`config.mk`:
```
export PLATFORM = sky130hd
export DESIGN_NAME = fwft_width_packer
export DESIGN_NICKNAME = d
export VERILOG_FILES = /design/src/rtl/fifo_lib_pkg.sv /design/src/rtl/fwft_pack_out_reg.sv /design/src/rtl/fwft_width_packer.sv
export SDC_FILE = /design/constraint.sdc
export NUM_CORES = 1
export LEC_CHECK = 0
export ABC_CLOCK_PERIOD_IN_PS = 3200
export CAP_MARGIN = 10
export CORE_AREA = 5 5 79 81
export CTS_CLUSTER_SIZE = 30
export DETAILED_ROUTE_END_ITERATION = 8
export DIE_AREA = 0 0 84 86
export DONT_BUFFER_PORTS = 1
export PLACE_DENSITY = 0.85
export SYNTH_ARGS = -nofsm -noshare
export SYNTH_HDL_FRONTEND = slang
export SYNTH_SLANG_ARGS = --single-unit
```
`constraint.sdc`:
```
create_clock -name clk -period 3.2 [get_ports clk]
set_input_delay 0.48 -clock clk [delete_from_list [all_inputs] [get_ports clk]]
set_output_delay 0.48 -clock clk [all_outputs]
set_load 0.03 [all_outputs]
```
`src/rtl/fifo_lib_pkg.sv`:
```
// Shared types and helpers for the FWFT FIFO consumer blocks.
//   pack_state_e    : packer FSM states (S_FILL, S_CLOSE)
//   lane_idx_width(): width of a lane pointer for a given lane count
//   keep_mask()     : lane count -> contiguous low-lane keep mask
package fifo_lib_pkg;

    typedef enum logic [0:0] {
        S_FILL,
        S_CLOSE
    } pack_state_e;

    // At least one bit so a pointer is always a legal vector.
    function automatic int unsigned lane_idx_width(input int unsigned ratio);
        return (ratio > 1) ? $clog2(ratio) : 1;
    endfunction

    // n lanes filled -> lanes [n-1:0] set. n=32 wraps to all ones, which is correct.
    function automatic logic [31:0] keep_mask(input int unsigned n);
        return (32'd1 << n) - 32'd1;
    endfunction

endpackage

```
`src/rtl/fwft_pack_out_reg.sv`:
```
// One-entry valid/ready holding register for the width packer output.
// Ports:
//   clk, rst_n  : clock, synchronous active-low reset
//   load        : capture load_* this cycle (caller guarantees the slot is free)
//   load_data/load_keep/load_last : word to capture
//   ready       : downstream accept
//   valid/data/keep/last : registered output stream
module fwft_pack_out_reg #(
    parameter int unsigned DATA_W = 32,
    parameter int unsigned KEEP_W = 4
) (
    input  logic              clk,
    input  logic              rst_n,
    input  logic              load,
    input  logic [DATA_W-1:0] load_data,
    input  logic [KEEP_W-1:0] load_keep,
    input  logic              load_last,
    input  logic              ready,
    output logic              valid,
    output logic [DATA_W-1:0] data,
    output logic [KEEP_W-1:0] keep,
    output logic              last
);

    logic              valid_q;
    logic [DATA_W-1:0] data_q;
    logic [KEEP_W-1:0] keep_q;
    logic              last_q;

    // A load takes priority over ready: a word accepted in the same cycle as a
    // new load is simply replaced, keeping valid high.
    always_ff @(posedge clk) begin
        if (!rst_n) begin
            valid_q <= 1'b0;
            data_q  <= '0;
            keep_q  <= '0;
            last_q  <= 1'b0;
        end else if (load) begin
            valid_q <= 1'b1;
            data_q  <= load_data;
            keep_q  <= load_keep;
            last_q  <= load_last;
        end else if (ready) begin
            valid_q <= 1'b0;
        end
    end

    assign valid = valid_q;
    assign data  = data_q;
    assign keep  = keep_q;
    assign last  = last_q;

endmodule

```
`src/rtl/fwft_width_packer.sv`:
```
// Packs RATIO narrow words popped from an FWFT FIFO into one wide word on a
// valid/ready stream. Partial words close on flush or idle timeout.
// Ports:
//   clk, rst_n          : clock, synchronous active-low reset
//   fifo_empty          : FIFO empty flag
//   fifo_rd_data        : FIFO head word (valid while fifo_empty=0)
//   fifo_rd_en          : pop strobe
//   flush               : single-cycle request to close the current partial word
//   m_valid/m_ready     : output handshake
//   m_data              : packed word, lane 0 in the low bits
//   m_keep              : lane-valid mask
//   m_last              : word was closed by flush
//   busy                : partial word, held output or pending flush present
module fwft_width_packer
    import fifo_lib_pkg::*;
#(
    parameter int unsigned IN_WIDTH       = 8,
    parameter int unsigned RATIO          = 4,
    parameter int unsigned OUT_WIDTH      = IN_WIDTH * RATIO,
    parameter int unsigned TIMEOUT_CYCLES = 16
) (
    input  logic                 clk,
    input  logic                 rst_n,
    input  logic                 fifo_empty,
    input  logic [IN_WIDTH-1:0]  fifo_rd_data,
    output logic                 fifo_rd_en,
    input  logic                 flush,
    output logic                 m_valid,
    input  logic                 m_ready,
    output logic [OUT_WIDTH-1:0] m_data,
    output logic [RATIO-1:0]     m_keep,
    output logic                 m_last,
    output logic                 busy
);

    localparam int unsigned IDX_W = lane_idx_width(RATIO);
    localparam int unsigned CNT_W = (TIMEOUT_CYCLES > 0) ? $clog2(TIMEOUT_CYCLES + 1) : 1;

    pack_state_e          state_q, state_d;
    logic [IDX_W-1:0]     idx_q, idx_d;
    logic [OUT_WIDTH-1:0] buf_q, buf_d, buf_ins;
    logic                 flush_pend_q, flush_pend_d;
    logic [CNT_W-1:0]     cnt_q, cnt_d;

    logic                 out_free, idx_nz, idx_last, cnt_sat, timeout_hit;
    logic                 close_req, close_fire, pop;
    logic                 load, load_last;
    logic [OUT_WIDTH-1:0] load_data;
    logic [RATIO-1:0]     load_keep;

    assign out_free    = ~m_valid | m_ready;
    assign idx_nz      = (idx_q != '0);
    assign idx_last    = (idx_q == IDX_W'(RATIO - 1));
    assign cnt_sat     = (cnt_q == CNT_W'(TIMEOUT_CYCLES));
    assign timeout_hit = cnt_sat & (TIMEOUT_CYCLES != 0);
    assign close_req   = idx_nz & (flush_pend_q | timeout_hit);

    // rst_n gates the pop so a reset cycle never consumes a FIFO word.
    // The last lane may only be popped when the output slot can take the word.
    assign pop = rst_n & ~fifo_empty & ~flush_pend_q & ~close_req & (~idx_last | out_free);
    assign fifo_rd_en = pop;

    // Buffer with the FIFO head written into the current lane.
    always_comb begin
        buf_ins = buf_q;
        buf_ins[idx_q * IN_WIDTH +: IN_WIDTH] = fifo_rd_data;
    end

    always_comb begin
        state_d      = state_q;
        idx_d        = idx_q;
        buf_d        = buf_q;
        flush_pend_d = flush_pend_q;
        cnt_d        = cnt_q;
        close_fire   = 1'b0;
        load         = 1'b0;
        load_data    = buf_q;
        load_keep    = '0;
        load_last    = 1'b0;

        unique case (state_q)
            S_FILL: begin
                if (close_req) begin
                    if (out_free) begin
                        close_fire = 1'b1;
                    end else begin
                        state_d = S_CLOSE;
                    end
                end
            end
            S_CLOSE: begin
                if (out_free) begin
                    close_fire = 1'b1;
                    state_d    = S_FILL;
                end
            end
            default: state_d = S_FILL;
        endcase

        // pop and close_fire are mutually exclusive: pop requires ~close_req.
        if (pop) begin
            buf_d = buf_ins;
            idx_d = idx_q + IDX_W'(1);
            cnt_d = '0;
            if (idx_last) begin
                load      = 1'b1;
                load_data = buf_ins;
                load_keep = '1;
                buf_d     = '0;
            end
        end else if (close_fire) begin
            load      = 1'b1;
            load_data = buf_q;
            load_keep = RATIO'(keep_mask(int'(idx_q)));
            load_last = flush_pend_q;
            idx_d     = '0;
            buf_d     = '0;
            cnt_d     = '0;
        end else if (idx_nz && !cnt_sat) begin
            cnt_d = cnt_q + CNT_W'(1);
        end

        // A pending flush with nothing packed is dropped; a new flush request
        // (even one arriving while already pending) wins over any clear.
        if (close_fire || (flush_pend_q && !idx_nz)) begin
            flush_pend_d = 1'b0;
        end
        if (flush) begin
            flush_pend_d = 1'b1;
        end
    end

    always_ff @(posedge clk) begin
        if (!rst_n) begin
            state_q      <= S_FILL;
            idx_q        <= '0;
            buf_q        <= '0;
            flush_pend_q <= 1'b0;
            cnt_q        <= '0;
        end else begin
            state_q      <= state_d;
            idx_q        <= idx_d;
            buf_q        <= buf_d;
            flush_pend_q <= flush_pend_d;
            cnt_q        <= cnt_d;
        end
    end

    fwft_pack_out_reg #(
        .DATA_W (OUT_WIDTH),
        .KEEP_W (RATIO)
    ) u_out_reg (
        .clk       (clk),
        .rst_n     (rst_n),
        .load      (load),
        .load_data (load_data),
        .load_keep (load_keep),
        .load_last (load_last),
        .ready     (m_ready),
        .valid     (m_valid),
        .data      (m_data),
        .keep      (m_keep),
        .last      (m_last)
    );

    assign busy = idx_nz | m_valid | flush_pend_q;

endmodule
```
---- Yosys cells after proc, flatten, opt, wreduce, memory -nomap -nowiden ----
Cells that the tools add are included.
word-level totals
  flip-flop bits (word level) ............. 79
  bits of input ports ..................... 13
  output and inout port bits .............. 40
cells by class
  reductions and logical operators ........ 10
  multiplexer cells ....................... 26
  bitwise logic cells ..................... 17
  equality and inequality tests ........... 2
  $add $sub $neg .......................... 4
  shifts and indexed selects .............. 3
operator list
  operator                 number
  $mux 32                  5
  $neg 5->34               1
  $shift 8x34->32 const A  1
  $shiftx 8x34->32         1
  $bwmux 32                1
  $mux 1                   13
  $mux 4                   3
  $reduce_bool 2->1        4
  $not 1->1                7
  $add 5x1->5 const B      1
  $and 1x1->1              5
  $eq 5x5->1 const B       1
  $or 1x1->1               5
  $mux 2                   2
  $pmux 1 s2               2
  $shl 1x2->4 const A      1
  $sub 4x1->4 const B      1
  $reduce_or 3->1          1
  $add 2x1->2 const B      1
  $eq 2x2->1 const B       1
  $logic_and 1x1->1        2
  $logic_not 1->1          2
  $logic_or 1x1->1         1

---- Logic depth before layout (Yosys ltp) ----
  word-level depth ........................ 8
  depth in mapped cells ................... 10
  gate-level depth less buffers ........... 7

---- Cells and area by module ----
A second synthesis with hierarchy kept.
second synthesis, totals
  cell total of the unflattened synthesis .. 381
  area total of the unflattened synthesis .. 3911.3 um^2
modules (own cells, without submodules)
  module             cells each  area each (um^2)  times used
  fwft_width_packer  259         2469.9            1
  fwft_pack_out_reg  122         1441.4            1

---- Least setup slack after synthesis ----
No wires, ideal clock.
  path kind ............................... register to register
  start point ............................. reg idx_q[0]
  end point ............................... reg buf_q[16]
  buffers on the path ..................... 2
  clock period less this slack ............ 2068 ps
  cell stages (with the launch flop) ...... 9
  data arrival time ....................... 1951 ps
  path slack .............................. 1132 ps
  setup time .............................. 117 ps
  path through ............................ dfxtp_1 -> inv_1 -> ha_1 -> nor2b_1 -> and4_1 -> buf_2 -> and2_1 -> clkbuf_2 -> a22o_1
between the ends
  word-level cells in the longest chain between the ends .. 6
ends and longest elaborated chain
  item                                                                RTL line                  text
  start, declared                                                     fwft_width_packer.sv:40   logic [IDX_W-1:0] idx_q, idx_d;
  start signal, assigned                                              fwft_width_packer.sv:142  idx_q <= idx_d;
  parallel branches: the longest is 6 deep, another holds $neg 5->34  n/a
  end signal, assigned                                                fwft_width_packer.sv:143  buf_q <= buf_d;
  end, declared                                                       fwft_width_packer.sv:41   logic [OUT_WIDTH-1:0] buf_q, buf_d, buf_ins;
Several ways; the timed one is not identified.
A chain may end at the register's enable or synchronous reset.

---- Worst setup path after layout ----
  start point ............................. reg idx_q[0]
  end point ............................... out busy
between the ends
  word-level cells in the longest chain between the ends .. 3
ends and longest elaborated chain
  item                      RTL line                  text
  $reduce_bool 2->1         fwft_width_packer.sv:52   assign idx_nz = (idx_q != '0);
  $or 1x1->1 (2 in series)  fwft_width_packer.sv:166  assign busy = idx_nz | m_valid | flush_pend_q;
  end, declared             fwft_width_packer.sv:33   output logic busy
No other way between the ends.

==> flow_summary.toml <==
[drt]
wire_per_inst_um = 18.9
wl_um = 8230
vias = 2800
route.detailed.drc = 0
drtPass1Iterations = 5
detail_route.iter0.violations = 256
antenna_left = 0
viasPerCell = 6.44

[worst_setup_path]
critPathRequiredTime_ps = 2720
cp-end-kind = "output pin"
worstPathArrival_ps = 2010
worstPathMaxFanout = 14
crit_type = "reg2out"
crit_path_start_kind = "flop"

[final_layout]
final_common_cell = "dfxtp_1"
n_antenna_cell = 0
regArea_um2 = 1580
fin_nets = 380
finalNonFillerCells = 435
areaGrowthSynthToFinish_pct = 5.40
mostFrequentLayoutCells = "dfxtp_1, nor2_1, a221o_1"
drive_gt1_frac = 0.0992
multiInputGateArea_um2 = 1780
n_fill_cell = 415

[synth]
yosysTopAreaCellShare = 0.446
synth_top_cell_by_area = "dfxtp_1"
yosysSeqAreaShare = 0.446
muxShareOfSynthArea = 0.00599
synth_top_family_by_area = "compound AO/OA/AOI/OAI gates"
netlist_area_um2 = 3550
yosysWarningCount = 0
synthAdderAreaFrac = 0.0317
yosysUniqueCellTypes = 56
synth_seq_cells = 79
synthArstFlopShare = 0
netlist_instances = 367
synthesis.nets = 389
synth-simple-area-share = 0.176
synth_area_leaders = "dfxtp_1, a221o_1, a22o_1"
synth-compound-area-share = 0.274
synth_edf_count = 0
synth_xor_area_frac = 0.0123
synth_flop_cell = "dfxtp_1"
syn_avg_cell_area_um2 = 9.67

[global_routing]
grt_pass1_vias = 2648
grt_max_degree = 32
grt_use_total = 0.237
grt_overflow_total = 0
antenna_found_initial = 0
grt_pass1_wl_um = 13700

[clock_network]
clock_latency_ps = 370
cts_sinks = 79
clockBufferDepth = 2
cts.repair.resized = 0
cts_tree = "yes"
cts_root_buffer = "clkbuf_8"
cts_inserted_buffers = 9
cts_hold_buf = 0
cts.clk_slew.worst_paths_ps = 80
cts_setup_buffers = 0
cts-htree-levels = 3

[timing]
max_slew_margin = 0.475
max_freq_mhz = 402
period_share = 0.778
whs_ps = 234
finalCriticalPeriod_ps = 2490
fin_ws_ps = 710
tightest_slew_ps = 786
maxSlewViolCount = 0
skew_ps = 10.7
finalHoldViolCount = 0
finalSetupTns_ps = 0
rsz0062_at_grt = "false"
setup_viol = 0

[place]
place_congestion = 0.837
pre_cts_slack_ps = 787
place_hpwl_um = 5410
dp.cells = 419
port-buffer-count = 0

[pwr]
p_total_mw = 2.00
power.leakage_nw = 1.41
powerDensity_nw_per_um2 = 534
vdd_drop_max_mv = 0.286

[floorplan]
die_y_um = 86
fp-row-count = 27
start_util = 0.656
pin_count = 53
core_area_um2 = 5410
die_area_um2 = 7220
die_w_um = 84

[run]
max-cap-violations = 0

[run_status]
run_status = "finished clean"

[worst_hold_path]
holdCritPathClass = "in2reg"
worst max-delay path, cell delays in order, from the launching register on:
cell	delay [ps]
dfxtp_1	410
inv_1	160
ha_1	370
inv_2	210
or3_1	500
per-layer routing:
| layer | wire, um | up-vias | share of wire | global-route usage |
|---|---|---|---|---|
| met1 | 3500 | 1323 | 0.43 | 0.299 |
| li1 | - | 1330 | - | - |
| met4 | 181 | 0 | 0.022 | 0.105 |
| met2 | 3720 | 130 | 0.45 | 0.368 |
| met3 | 823 | 17 | 0.10 | 0.0817 |
| met5 | 0 | - | 0 | 0 |
kinds of logic (layout without fill, tap and decap cells):
kind of cell    Yosys count  count (layout)
buf+inv                  33              29
simple gates            116             116
xor+xnor                  5               5
compound gates          123             123
mux                       2               2
flops                    79              79
fa+ha+maj                 9               9
layout make-up:
| type | count | area share |
|---|---|---|
| Tap cell | 72 | 0.0241 |
| Clock inverter | 5 | 0.0167 |
| Inverter | 9 | 0.00903 |
| Clock buffer | 11 | 0.0405 |
| Timing Repair Buffer | 4 | 0.0114 |
| Sequential cell | 79 | 0.423 |
| Multi-Input combinational cell | 255 | 0.475 |
worst paths after layout:
check                                     to  slack, ps  cells past startpoint             startpoint
max                                     busy        710                      4  idx_q[0]$_SDFFE_PN0P_
min             u_out_reg.valid$_SDFFE_PN0P_        230                      1                  rst_n
max reg2reg  u_out_reg.data[10]$_SDFFE_PN0P_        760                      7  idx_q[0]$_SDFFE_PN0P_
min reg2reg            buf_q[3]$_SDFFE_PN0P_        470                      2  buf_q[3]$_SDFFE_PN0P_
power by group:
part | switching [mW] | total [mW] | internal (mW)
clock | 0.387 | 0.795 | 0.408
sequential | 0.0241 | 1.02 | 0.998
combinational | 0.124 | 0.181 | 0.0565
synth_stat cells (all sizes together) (9+ instances only):
cell type,n
nor2b,28
inv,9
a21oi,26
a221o,31
o21ai,19
a22oi,9
a22o,22
ha,9
nor2,42
nand2,19
buf,17
dfxtp,79
stage by stage:
step	util	area (um2)
floorplan	-	3550
global placement	0.652	3530
detailed placement	0.652	3530
CTS	0.692	3740
global route	0.692	3740
finish	0.692	3740
registers in the layout, indices dropped and copies added, names as in the netlist:
signal	flops
idx_q	2
flush_pend_q	1
u_out_reg.last	1
cnt_q	5
u_out_reg.data	32
state_q	1
buf_q	32
u_out_reg.valid	1
u_out_reg.keep	4
(Power assumes the default switching activity.)
